### config.mk
export PLATFORM = sky130hd
export DESIGN_NAME = normalize_rnd_pipe_flat
export DESIGN_NICKNAME = d
export VERILOG_FILES = /design/src/rtl/normalize_rnd_pipe_if.sv /design/src/rtl/normalize_rnd_pipe.sv /design/src/flat_wrapper.sv
export SDC_FILE = /design/constraint.sdc
export NUM_CORES = 1
export LEC_CHECK = 0
export ABC_AREA = 1
export BUFFER_PORTS_ARGS = -buffer_cell sky130_fd_sc_hd__buf_4
export CORE_AREA = 2 2 145 147
export DETAILED_ROUTE_END_ITERATION = 10
export DIE_AREA = 0 0 147 149
export GPL_TIMING_DRIVEN = 0
export PLACE_DENSITY = 0.56
export SYNTH_ARGS = -nofsm -noshare
export SYNTH_HDL_FRONTEND = slang
export SYNTH_SLANG_ARGS = --single-unit
### constraint.sdc
create_clock -name clk -period 6.2 [get_ports clk]
set_input_delay 1.24 -clock clk [delete_from_list [all_inputs] [get_ports clk]]
set_output_delay 1.24 -clock clk [all_outputs]
set_load 0.005 [all_outputs]
### src/rtl/normalize_rnd_pipe_if.sv
// Stream interface for the mantissa normaliser: input handshake plus data, output handshake plus result.
interface normalize_rnd_pipe_if #(
    parameter int WIDIN  = 48,
    parameter int WIDOUT = 23,
    parameter int BIASD  = 8
);
    logic              i_vld;
    logic              i_rdy;
    logic [WIDIN-1:0]  i_nori;
    logic              i_rnd;
    logic              o_vld;
    logic              o_rdy;
    logic [WIDOUT-1:0] o_noro;
    logic [BIASD-1:0]  o_bias;
    logic              o_zero;
    logic              o_inex;

    modport slave (
        input  i_vld, i_nori, i_rnd, o_rdy,
        output i_rdy, o_vld, o_noro, o_bias, o_zero, o_inex
    );

    modport master (
        output i_vld, i_nori, i_rnd, o_rdy,
        input  i_rdy, o_vld, o_noro, o_bias, o_zero, o_inex
    );
endinterface

### src/rtl/normalize_rnd_pipe.sv
// Three-stage leading-one normaliser with truncate / round-nearest-even, exponent bias term and
// zero/inexact flags; one global advance enable stalls the whole pipe under output backpressure.
module normalize_rnd_pipe #(
    parameter int WIDIN  = 48,
    parameter int WIDOUT = 23,
    parameter int BIASD  = 8,
    parameter int BIAS0  = 126
) (
    input  logic                 clk,
    input  logic                 rst,
    normalize_rnd_pipe_if.slave  bus
);
    localparam int LZW = $clog2(WIDIN + 1);
    localparam int SEW = WIDIN - 1 + WIDOUT;

    logic adv;
    assign adv       = ~bus.o_vld | bus.o_rdy;
    assign bus.i_rdy = adv;

    // Highest set bit wins because the loop scans upward; all-zero leaves lzc = WIDIN.
    logic [LZW-1:0] lzc;
    always_comb begin
        lzc = LZW'(WIDIN);
        for (int i = 0; i < WIDIN; i++) begin
            if (bus.i_nori[i]) lzc = LZW'(WIDIN - 1 - i);
        end
    end

    logic             v1, r1;
    logic [WIDIN-1:0] d1;
    logic [LZW-1:0]   lzc1;

    // Hidden bit is dropped; zero padding below bit 0 covers the narrow-input case.
    logic [WIDIN-1:0]  s;
    logic [SEW-1:0]    se;
    logic [WIDOUT-1:0] frac_c;
    logic              guard_c, sticky_c, zero_c;
    logic [BIASD-1:0]  bias_c;
    always_comb begin
        s        = d1 << lzc1;
        se       = {s[WIDIN-2:0], {WIDOUT{1'b0}}};
        frac_c   = se[SEW-1 -: WIDOUT];
        guard_c  = se[WIDIN-2];
        sticky_c = |se[WIDIN-3:0];
        zero_c   = ~s[WIDIN-1];
        bias_c   = BIASD'(BIAS0) + BIASD'(lzc1);
    end

    logic              v2, r2, g2, st2, z2;
    logic [WIDOUT-1:0] frac2;
    logic [BIASD-1:0]  bias2;

    logic              up;
    logic [WIDOUT:0]   sum;
    logic              wrap;
    always_comb begin
        up   = r2 & g2 & (st2 | frac2[0]);
        sum  = {1'b0, frac2} + (WIDOUT+1)'(up);
        wrap = sum[WIDOUT];
    end

    always_ff @(posedge clk) begin
        if (rst) begin
            v1         <= 1'b0;
            r1         <= 1'b0;
            d1         <= '0;
            lzc1       <= '0;
            v2         <= 1'b0;
            r2         <= 1'b0;
            g2         <= 1'b0;
            st2        <= 1'b0;
            z2         <= 1'b0;
            frac2      <= '0;
            bias2      <= '0;
            bus.o_vld  <= 1'b0;
            bus.o_noro <= '0;
            bus.o_bias <= '0;
            bus.o_zero <= 1'b0;
            bus.o_inex <= 1'b0;
        end else if (adv) begin
            v1   <= bus.i_vld;
            r1   <= bus.i_rnd;
            d1   <= bus.i_nori;
            lzc1 <= lzc;

            v2    <= v1;
            r2    <= r1;
            g2    <= guard_c;
            st2   <= sticky_c;
            z2    <= zero_c;
            frac2 <= frac_c;
            bias2 <= bias_c;

            // A carry out of the fraction means the mantissa became 2.0: fraction 0, one less leading zero.
            bus.o_vld  <= v2;
            bus.o_noro <= wrap ? '0 : sum[WIDOUT-1:0];
            bus.o_bias <= bias2 - BIASD'(wrap);
            bus.o_zero <= z2;
            bus.o_inex <= g2 | st2;
        end
    end
endmodule

### src/flat_wrapper.sv
// flat-port wrapper written by rule: the top's interface ports become plain ports
module normalize_rnd_pipe_flat 
#(
    parameter int WIDIN  = 48,
    parameter int WIDOUT = 23,
    parameter int BIASD  = 8,
    parameter int BIAS0  = 126
)
  (clk, rst, bus_i_vld, bus_i_nori, bus_i_rnd, bus_o_rdy, bus_i_rdy, bus_o_vld, bus_o_noro, bus_o_bias, bus_o_zero, bus_o_inex);
  normalize_rnd_pipe_if #(.WIDIN(WIDIN), .WIDOUT(WIDOUT), .BIASD(BIASD)) bus_i ();
  input  logic clk;
  input  logic rst;
  input wire logic [$bits(bus_i.i_vld)-1:0] bus_i_vld;
  input wire logic [$bits(bus_i.i_nori)-1:0] bus_i_nori;
  input wire logic [$bits(bus_i.i_rnd)-1:0] bus_i_rnd;
  input wire logic [$bits(bus_i.o_rdy)-1:0] bus_o_rdy;
  output wire logic [$bits(bus_i.i_rdy)-1:0] bus_i_rdy;
  output wire logic [$bits(bus_i.o_vld)-1:0] bus_o_vld;
  output wire logic [$bits(bus_i.o_noro)-1:0] bus_o_noro;
  output wire logic [$bits(bus_i.o_bias)-1:0] bus_o_bias;
  output wire logic [$bits(bus_i.o_zero)-1:0] bus_o_zero;
  output wire logic [$bits(bus_i.o_inex)-1:0] bus_o_inex;
  assign bus_i.i_vld = bus_i_vld;
  assign bus_i.i_nori = bus_i_nori;
  assign bus_i.i_rnd = bus_i_rnd;
  assign bus_i.o_rdy = bus_o_rdy;
  assign bus_i_rdy = bus_i.i_rdy;
  assign bus_o_vld = bus_i.o_vld;
  assign bus_o_noro = bus_i.o_noro;
  assign bus_o_bias = bus_i.o_bias;
  assign bus_o_zero = bus_i.o_zero;
  assign bus_o_inex = bus_i.o_inex;
  normalize_rnd_pipe #(.WIDIN(WIDIN), .WIDOUT(WIDOUT), .BIASD(BIASD), .BIAS0(BIAS0)) u_core (.clk(clk), .rst(rst), .bus(bus_i));
endmodule
==> impl_metrics.toml, run 1 <==
[outcome]
run_status = "finished, final reports clean"

[global_routing]
global_route.usage.total = 0.255
grt_pass1_vias = 7788
overflow = 0
antenna_found_initial = 0
grt_start_max_net_pins = 17
grt_pass1_wl_mm = 43.0

[clock_tree]
cts_repair_resize_count = 0
cts_buffer_depth = 2
tritoncts = "built"
clk_root_buffer_cell = "clkbuf_16"
cts_max_level = 4
cts.clk_slew.worst_paths_ns = 0.06
tritoncts.num_buffers = 17
cts_sinks = 126
cts.hold.buffers_added = 0
clk-insertion-delay-late_ns = 0.43
buffer_count_from_post_cts_setup_fixing = 0

[floorplanning]
chipWidth_um = 147
start_util = 0.379
io-pin-count = 88
rows = 53
die_area_mm2 = 0.0219
die_y_um = 149
core-area_mm2 = 0.0206

[routing]
route.detailed.vias_per_inst = 5.10
final_antenna_net_count = 0
drt-initial-drc-count = 501
count_of_vias_placed_by_the_detailed_router = 8189
detail_route.first_pass.iterations = 5
routed_wirelength_mm = 27.1
drc = 0
drt-wirelength-per-cell_um = 16.9

[synth]
ys.warnings.count = 0
dominant_register_cell_in_the_synthesized_netlist = "dfxtp_1"
count_of_flip_flops_with_a_built_in_enable_after_synthesis = 0
post_synth_instance_area_mm2 = 0.00780
synthArstFlopShare = 0
post_synthesis_sequential_element_count = 126
synthCells = 1212
ys_seq_area_frac = 0.323
synth_cell_types = 39
syn_area_per_cell_um2 = 6.43
syn_nets = 1270

[critical_path]
arrival_time_worst_endpoint_ns = 3.49
cp.required_ns = 4.96
crit_path_max_fo = 10
crit_path_start_kind = "input port"
r2r.worst_path.cells = 27
r2r_setup_slack_ns = 2.00
critical_path.reg2reg.startpoint = "u_core.frac2[0]$_SDFFE_PP0P_"
timing.setup.critical_path_class = "in2out"
critical_path.endpoint_type = "output port"
r2r_end = "u_core.bus.o_bias[6]$_SDFFE_PP0P_"

[final_layout]
final_layout_size_suffix_gt1_frac = 0.115
stdcell_count = 1606
antenna-diode-count = 0
flow.area_growth_from_synthesis_pct = 20.2
design.final.nets = 1376
most_common_cell_after_layout_fill_and_taps_aside = "nand2_1"
final_cell_mix = "nand2_1 (279), o21ai_0 (172), inv_1 (133)"
final_area_mm2 = 0.00938

[min_path]
hold_path.startpoint = "u_core.d1[20]$_SDFFE_PP0P_"
hold_path.class = "reg2reg"
worstHoldPathCells = 2
holdPathEnd = "u_core.d1[20]$_SDFFE_PP0P_"

[placement]
place.port_buffers = 87
placed_inst_area_mm2 = 0.00879
globalplace.congestion = 0.963
detailed_place_hpwl_mm = 21.8
placed_cells = 1574
detailedPlace.worstSlack_ns = 1.46

[timing]
setup_tns_ns = 0
grt_setup_unrepaired = "no"
worst-slew-pin-transition_ns = 0.859
achievable-frequency_ghz = 0.211
whs_ns = 0.463
finClkSkew_ns = 0.00822
setup_viol_count_final = 0
setup_ws_ns = 1.47
max_slew_margin = 0.427
period_needed_ns = 4.73
finalHoldViolations = 0
period_share = 0.763
slew_violations = 0

[power]
max-vdd-ir-drop_mv = 0.137
static_power_due_to_leakage_nw = 4.40
power-per-cell-area_mw_per_mm2 = 248

[flow_run]
drv_cap = 0
-- kinds of logic (layout without fill, tap and decap cells) --
group | count (synthesis) | after routing | share of synthesized area
XOR/XNOR | 5 | 5 | 0.00562
AO/OA/AOI/OAI | 331 | 331 | 0.235
flip-flops | 126 | 126 | 0.323
adder cells (fa/ha/maj) | 5 | 5 | 0.00802
AND/OR/NAND/NOR | 476 | 476 | 0.248
buffers and inverters | 218 | 337 | 0.114
multiplexers | 51 | 51 | 0.0655
-- cell usage after synthesis (2+ instances only) --
cell type    n  share of area
buf_2        4         0.0026
nand3_1     54          0.035
nor4_1       5         0.0040
o22ai_1      8         0.0064
clkbuf_1    50          0.024
o221ai_1    11          0.012
nand3b_1     3         0.0029
buf_1       14         0.0067
a221oi_1     4         0.0045
mux2i_1     51          0.065
a21oi_1     96          0.062
o211ai_1    11          0.011
dfxtp_1    126           0.32
inv_1      133          0.064
nor3_1       9         0.0058
o2111ai_1    4         0.0045
nand4_1      6         0.0048
ha_1         5         0.0080
or2_2       12         0.0096
a22oi_1      2         0.0019
o311ai_0     3         0.0034
o21ai_0    172           0.11
xor2_1       4         0.0045
a211oi_1     2         0.0019
o31ai_1      4         0.0039
a31oi_1      8         0.0064
nand2_1    279           0.13
nor2_1     107          0.052
bufinv_8     5          0.011
inv_2       11         0.0053
-- metrics by stage --
| step | util | power (mW) |
|---|---|---|
| final | 0.456 | 2.33 |
| after global placement | 0.428 | 1.34 |
| after floorplan | - | 1.17 |
| after detailed placement | 0.428 | 1.34 |
| after global routing | 0.456 | 2.43 |
| after CTS | 0.456 | 2.33 |
-- registers in the layout, summed over array words and instances, names as in the netlist, 6 cells and up --
register / flops
u_core.bus.o_noro: 23
u_core.frac2: 23
u_core.bias2: 8
u_core.bus.o_bias: 8
u_core.lzc1: 6
u_core.d1: 48
-- area by class of cell --
cell class / instances / area [um^2]
repair buffers: 87 / 653
multi-input cells: 868 / 4380
fillers: 2279 / 11200
inverters: 150 / 632
well taps: 275 / 344
flip-flops and latches: 126 / 2520
clock buffers: 17 / 425
clock inverters: 15 / 155
plain buffers: 68 / 260
-- critical path: stages --
cell	delay (ns)
buf_4	0.11
nor2_1	0.32
clkbuf_1	0.59
inv_2	0.25
clkbuf_1	0.35
clkbuf_1	0.39
buf_4	0.25
-- where the power goes --
part	leakage (nW)	internal (mW)	switching [mW]
clock	0.276	0.564	0.437
sequential	1.04	0.865	0.0390
combinational	3.09	0.158	0.263
total	4.40	1.59	0.739
-- metal layers --
layer | vias to the layer above | part of all wire | GRT usage
li1 | 4233 | - | -
met1 | 3738 | 0.47 | 0.339
met2 | 186 | 0.48 | 0.438
met3 | 32 | 0.040 | 0.0291
met4 | 0 | 0.018 | 0.0740
met5 | - | 0 | 0
-- worst max-delay path by stage --
| stage | startpoint | end | cells after the start |
|---|---|---|---|
| final | bus_o_rdy | bus_i_rdy | 7 |
| after global routing | bus_o_rdy | bus_i_rdy | 7 |
| after CTS | bus_o_rdy | bus_i_rdy | 7 |
| after detailed placement | bus_o_rdy | bus_i_rdy | 7 |
| after global placement | bus_o_rdy | bus_i_rdy | 7 |
| after floorplan | u_core.frac2[0]$_SDFFE_PP0P_ | u_core.bus.o_bias[6]$_SDFFE_PP0P_ | 27 |
(Power assumes the default switching activity.)
==> inputs of run 2 (changes only) <==
--- a/config.mk
+++ b/config.mk
@@ -11,7 +11,7 @@
 export DETAILED_ROUTE_END_ITERATION = 10
 export DIE_AREA = 0 0 147 149
 export GPL_TIMING_DRIVEN = 0
-export PLACE_DENSITY = 0.56
+export PLACE_DENSITY = 0.58
 export SYNTH_ARGS = -nofsm -noshare
 export SYNTH_HDL_FRONTEND = slang
 export SYNTH_SLANG_ARGS = --single-unit
==> constraint.sdc (replaced) <==
create_clock -name clk -period 4 [get_ports clk]
set_input_delay 0.8 -clock clk [delete_from_list [all_inputs] [get_ports clk]]
set_output_delay 0.8 -clock clk [all_outputs]
set_load 0.005 [all_outputs]
==> run 2 against run 1 <==
Against the previous run:
- non-clock buffer count grew 5
- largest cell class unchanged
- register-to-register slack lost 1.7 ns
- combinational power grew 56%
- global-route usage shrank 0.34 points
==> impl_metrics.toml, run 2 (synthesis results as in run 1) <==
[final_layout]
stdcell_count = 1611
design.final.nets = 1381
final_layout_size_suffix_gt1_frac = 0.134
largest_register_ffs = 48
max_flop_register = "u_core.d1"
fill_cells = 2262
antenna-diode-count = 0
final_cell_mix = "nand2_1 (277), o21ai_0 (171), inv_1 (133)"
flow.area_growth_from_synthesis_pct = 22.4
reg_top3 = "u_core.d1 x48, u_core.bus.o_noro x23, u_core.frac2 x23"
final_util = 0.464
most_common_cell_after_layout_fill_and_taps_aside = "nand2_1"

[timing]
max_slew_margin = 0.413
whs_ns = 0.464
period_share = 0.944
setup_viol_count_final = 0
achievable-frequency_ghz = 0.265
finClkSkew_ns = 0.00749
finalHoldViolations = 0
slew_violations = 0
period_needed_ns = 3.78
worst-slew-pin-transition_ns = 0.877

[critical_path]
crit_cells = 7
critical_path.endpoint_type = "output port"
crit_path_start_kind = "input port"
r2r.worst_path.cells = 27
timing.setup.critical_path_class = "in2out"
cp_slowest_stage_delay_ns = 0.54
crit_path_max_fo = 10
path_delay_family = "buffers and inverters"
r2r_end = "u_core.bus.o_bias[6]$_SDFFE_PP0P_"
crit_buf_inv = 6
cp.required_ns = 3.20
critical_path.reg2reg.startpoint = "u_core.frac2[0]$_SDFFE_PP0P_"
worst_path_max_delay_cell = "clkbuf_1"
arrival_time_worst_endpoint_ns = 2.98
r2r_setup_slack_ns = 0.28
cpMostUsedCell = "clkbuf_1"
cp_cell_sequence = "buf_4 -> nor2_1 -> clkbuf_1 -> inv_2 -> clkbuf_1 -> clkbuf_1 -> buf_4"

[clock_tree]
cts.hold.buffers_added = 0
tritoncts.num_buffers = 17
clk-insertion-delay-late_ns = 0.43
cts_sinks = 126
cts_max_level = 4
clk_root_buffer_cell = "clkbuf_16"
cts.clk_slew.worst_paths_ns = 0.06
cts_buffer_depth = 2
tritoncts = "built"

[floorplanning]
rows = 53
die_y_um = 149
die_area_mm2 = 0.0219
io-pin-count = 88
start_util = 0.379
core-area_mm2 = 0.0206
chipWidth_um = 147

[power]
total_power_mw = 3.67
max-vdd-ir-drop_mv = 0.223
power-per-cell-area_mw_per_mm2 = 384
static_power_due_to_leakage_nw = 4.45

[routing]
drt-initial-drc-count = 584
final_antenna_net_count = 0
count_of_vias_placed_by_the_detailed_router = 8266
route.detailed.vias_per_inst = 5.13
routed_wirelength_mm = 27.0
drc = 0
detail_route.first_pass.iterations = 5
drt-wirelength-per-cell_um = 16.7

[placement]
globalplace.congestion = 0.964
detailed_place_hpwl_mm = 21.4
placed_cells = 1574
place.port_buffers = 87

[min_path]
hold_path.class = "reg2reg"
worstHoldPathCells = 2
holdPathEnd = "u_core.d1[10]$_SDFFE_PP0P_"
hold_path.startpoint = "u_core.d1[10]$_SDFFE_PP0P_"

[flow_run]
drv_cap = 0

[global_routing]
overflow = 0
global_route_met3_usage = 0.0330
grt_start_max_net_pins = 17
antenna_found_initial = 0
grtUsageMet1 = 0.338
grt_use_met2 = 0.428
global_route.usage.total = 0.251
grt_busiest_layer = "met2"
grt_pass1_wl_mm = 42.7
grt_pass1_vias = 7708

[outcome]
run_status = "finished, final reports clean"
==> run 2: area by class of cell <==
class,count,area [um^2],share of cell area
multi-input combinational,868,4480,0.470
sequential,126,2530,0.265
timing repair buffer,92,691,0.0723
inverter,150,632,0.0662
clock buffer,17,425,0.0446
tap,275,344,0.0360
buffer,68,260,0.0273
clock inverter,15,180,0.0189
==> run 2: per-stage QoR <==
stage / worst slack [ns] / instance area (um^2) / setup TNS, ns
finish: 0.224 / 9550 / 0
global route: -0.00865 / 9550 / -0.00865
CTS: 0.0216 / 9410 / 0
detailed placement: -0.218 / 8790 / -0.218
global placement: -0.169 / 8790 / -0.169
floorplan: 0.545 / 7800 / 0
==> run 2: timing repair <==
item	4_1_cts	5_1_grt
buffers inserted	0	5
pin swaps	0	13
gates resized for setup	3	26
setup endpoints to repair	1	4
==> run 2: power by group <==
part,internal [mW],switching (mW),total (mW)
registers,1.34,0.0634,1.40
clock network,0.938,0.667,1.60
logic,0.246,0.411,0.658
==> run 2: routing by layer <==
metal | routed length, um | share of wire | vias to the layer above
li1 | - | - | 4247
met5 | 0 | 0 | -
met4 | 340 | 0.013 | 0
met1 | 12600 | 0.47 | 3816
met2 | 12800 | 0.48 | 180
met3 | 1200 | 0.045 | 23
==> run 2: worst register-to-register path, delay by kind of cell, from the launching register on <==
kind                     cells  cell delay, ns
buffers and inverters        4            0.22
flip-flops                   1            0.37
AND/OR/NAND/NOR             17            2.15
adder cells (fa/ha/maj)      3            0.47
AO/OA/AOI/OAI                3            0.40
==> run 2: worst max-delay path by stage <==
| stage | start | to | slack (ns) |
|---|---|---|---|
| 6_report | bus_o_rdy | bus_i_rdy | 0.22 |
| 5_1_grt | u_core.frac2[0]$_SDFFE_PP0P_ | u_core.bus.o_bias[6]$_SDFFE_PP0P_ | -0.009 |
| 4_1_cts | u_core.frac2[0]$_SDFFE_PP0P_ | u_core.bus.o_bias[6]$_SDFFE_PP0P_ | 0.02 |
| 3_5_place_dp | u_core.frac2[0]$_SDFFE_PP0P_ | u_core.bus.o_bias[6]$_SDFFE_PP0P_ | -0.22 |
| 3_3_place_gp | u_core.frac2[0]$_SDFFE_PP0P_ | u_core.bus.o_bias[6]$_SDFFE_PP0P_ | -0.17 |
| 2_1_floorplan | u_core.frac2[0]$_SDFFE_PP0P_ | u_core.bus.o_bias[6]$_SDFFE_PP0P_ | 0.55 |
==> inputs of run 3 (changes only) <==
==> constraint.sdc (replaced) <==
create_clock -name clk -period 4 [get_ports clk]
set_input_delay 0 -clock clk [delete_from_list [all_inputs] [get_ports clk]]
set_output_delay 0 -clock clk [all_outputs]
set_load 0.005 [all_outputs]
==> run 3 against run 2 <==
Against the previous run:
- combinational power rose by 6.4%
- first-iteration DRC count is 1.2% higher
- global-route usage up 0.51 points
- clock skew barely moved
- critical endpoint is now u_core.bus.o_bias[6]$_SDFFE_PP0P_
- sequential power is essentially flat
- total power grew 1.2%
- critical path type is now reg2reg
- via count grew 2.4%
- die area stayed put
- worst setup slack better by 0.059 ns
==> impl_metrics.toml, run 3 (synthesis results as in run 1) <==
[min_path]
hold_path.class = "in2reg"
hold_path.startpoint = "bus_o_rdy"
holdPathEnd = "u_core.st2$_SDFFE_PP0P_"
worstHoldPathCells = 7

[timing]
finalHoldViolations = 0
worst-slew-pin-transition_ns = 0.883
period_share = 0.929
slew_violations = 0
period_needed_ns = 3.72
max_slew_margin = 0.409
finClkSkew_ns = 0.00769
setup_viol_count_final = 0
achievable-frequency_ghz = 0.269

[floorplanning]
io-pin-count = 88
rows = 53
die_y_um = 149
die_area_mm2 = 0.0219
chipWidth_um = 147
core-area_mm2 = 0.0206
start_util = 0.379

[critical_path]
crit_path_max_fo = 4
arrival_time_worst_endpoint_ns = 4.04
timing.setup.critical_path_class = "reg2reg"
cp.required_ns = 4.33
critical_path.reg2reg.startpoint = "u_core.frac2[0]$_SDFFE_PP0P_"
critical_path.endpoint_type = "register"
r2r.worst_path.cells = 27
r2r_end = "u_core.bus.o_bias[6]$_SDFFE_PP0P_"
r2r_setup_slack_ns = 0.28
crit_path_start_kind = "register"

[flow_run]
drv_cap = 0

[final_layout]
most_common_cell_after_layout_fill_and_taps_aside = "nand2_1"
antenna-diode-count = 0
final_util = 0.489
reg_top3 = "u_core.d1 x48, u_core.bus.o_noro x23, u_core.frac2 x23"
design.final.nets = 1431
final_cell_mix = "nand2_1 (277), o21ai_0 (171), inv_1 (133)"
flow.area_growth_from_synthesis_pct = 28.9
final_layout_size_suffix_gt1_frac = 0.129
largest_register_ffs = 48
stdcell_count = 1661
max_flop_register = "u_core.d1"

[clock_tree]
cts_sinks = 126
tritoncts.num_buffers = 17
cts_buffer_depth = 2
cts.clk_slew.worst_paths_ns = 0.06
tritoncts = "built"
clk-insertion-delay-late_ns = 0.43
cts_max_level = 4
clk_root_buffer_cell = "clkbuf_16"

[routing]
final_antenna_net_count = 0
drt-initial-drc-count = 591
detail_route.first_pass.iterations = 6
route.detailed.vias_per_inst = 5.10
drc = 0
count_of_vias_placed_by_the_detailed_router = 8468
drt-wirelength-per-cell_um = 16.6
routed_wirelength_mm = 27.6

[placement]
place.port_buffers = 87
detailed_place_hpwl_mm = 21.4
globalplace.congestion = 0.964
placed_cells = 1574

[global_routing]
grt_start_max_net_pins = 17
antenna_found_initial = 0
global_route.usage.total = 0.256
grt_pass1_vias = 8000
grt_pass1_wl_mm = 43.7
overflow = 0

[power]
max-vdd-ir-drop_mv = 0.222
power-per-cell-area_mw_per_mm2 = 369
static_power_due_to_leakage_nw = 4.66

[outcome]
run_status = "finished, final reports clean"
[run 3: cell count changes in the layout (fill, tap and decap cells not counted), sizes merged]
cell	before	now
dlygate4sd3	0	50
[run 3: layout make-up]
cell class	count	area, um^2
plain buffers	68	260
clock buffers	17	425
clock inverters	15	180
fillers	2205	10500
inverters	150	632
multi-input cells	868	4480
flip-flops and latches	126	2530
well taps	275	344
repair buffers	142	1190
[run 3: through the flow]
stage / hold slack, ns / power [mW] / setup TNS (ns) / cell area (um^2) / setup WS (ns)
2_1_floorplan: 0.128 / 1.82 / 0 / 7800 / 0.545
3_5_place_dp: 0.264 / 2.07 / -0.218 / 8790 / -0.218
4_1_cts: 0.269 / 3.70 / 0 / 9910 / 0.0216
6_report: 0.285 / 3.71 / 0 / 10000 / 0.283
5_1_grt: 0.343 / 3.87 / -0.00865 / 10000 / -0.00865
3_3_place_gp: 0.254 / 2.07 / -0.169 / 8790 / -0.169
[run 3: worst max path at each step]
stage / from / end / slack [ns] / cells past startpoint
3_3_place_gp: u_core.frac2[0]$_SDFFE_PP0P_ / u_core.bus.o_bias[6]$_SDFFE_PP0P_ / -0.17 / 27
4_1_cts: u_core.frac2[0]$_SDFFE_PP0P_ / u_core.bus.o_bias[6]$_SDFFE_PP0P_ / 0.02 / 27
2_1_floorplan: u_core.frac2[0]$_SDFFE_PP0P_ / u_core.bus.o_bias[6]$_SDFFE_PP0P_ / 0.55 / 27
6_report: u_core.frac2[0]$_SDFFE_PP0P_ / u_core.bus.o_bias[6]$_SDFFE_PP0P_ / 0.28 / 27
5_1_grt: u_core.frac2[0]$_SDFFE_PP0P_ / u_core.bus.o_bias[6]$_SDFFE_PP0P_ / -0.009 / 27
3_5_place_dp: u_core.frac2[0]$_SDFFE_PP0P_ / u_core.bus.o_bias[6]$_SDFFE_PP0P_ / -0.22 / 27
[run 3: metal layers]
| layer | wire length [um] | GRT usage | vias to the layer above |
|---|---|---|---|
| met4 | 335 | 0.0630 | 0 |
| met3 | 1110 | 0.0330 | 21 |
| li1 | - | - | 4344 |
| met1 | 12800 | 0.339 | 3920 |
| met2 | 13300 | 0.446 | 183 |
| met5 | 0 | 0 | - |
[run 3: where the power goes]
group	switching [mW]	internal [mW]	leakage, nW
clock	0.668	0.938	0.286
sequential	0.0630	1.34	1.04
combinational	0.421	0.278	3.33
total	1.15	2.56	4.66
[run 3: what timing repair did]
| action | in CTS | in global routing |
|---|---|---|
| cloned | 0 | 0 |
| setup endpoints to repair | 1 | 4 |
| pin swaps | 0 | 13 |
| gates resized for setup | 3 | 26 |
| setup buffers | 0 | 5 |
| hold endpoints to repair | 53 | 0 |
| hold buffers | 50 | 0 |
[run 3: critical path, stage by stage, from the launching register on]
cell,delay (ns)
dfxtp_4,0.37
o211a_4,0.18
ha_4,0.15
nand3_2,0.09
nor3_2,0.21
nand3_1,0.14
nor2_2,0.13
inv_2,0.05
nor2_4,0.09
inv_2,0.05
nor2_2,0.08
inv_2,0.07
nor3_4,0.18
nand4_1,0.16
nor2_2,0.19
nand3_2,0.11
nor2_4,0.14
nand3_2,0.10
nor2_4,0.17
ha_4,0.15
ha_1,0.17
nand2_2,0.08
nor2_2,0.11
nand2_2,0.07
o21ai_1,0.11
nand3b_1,0.10
o211ai_1,0.11
inv_1,0.05
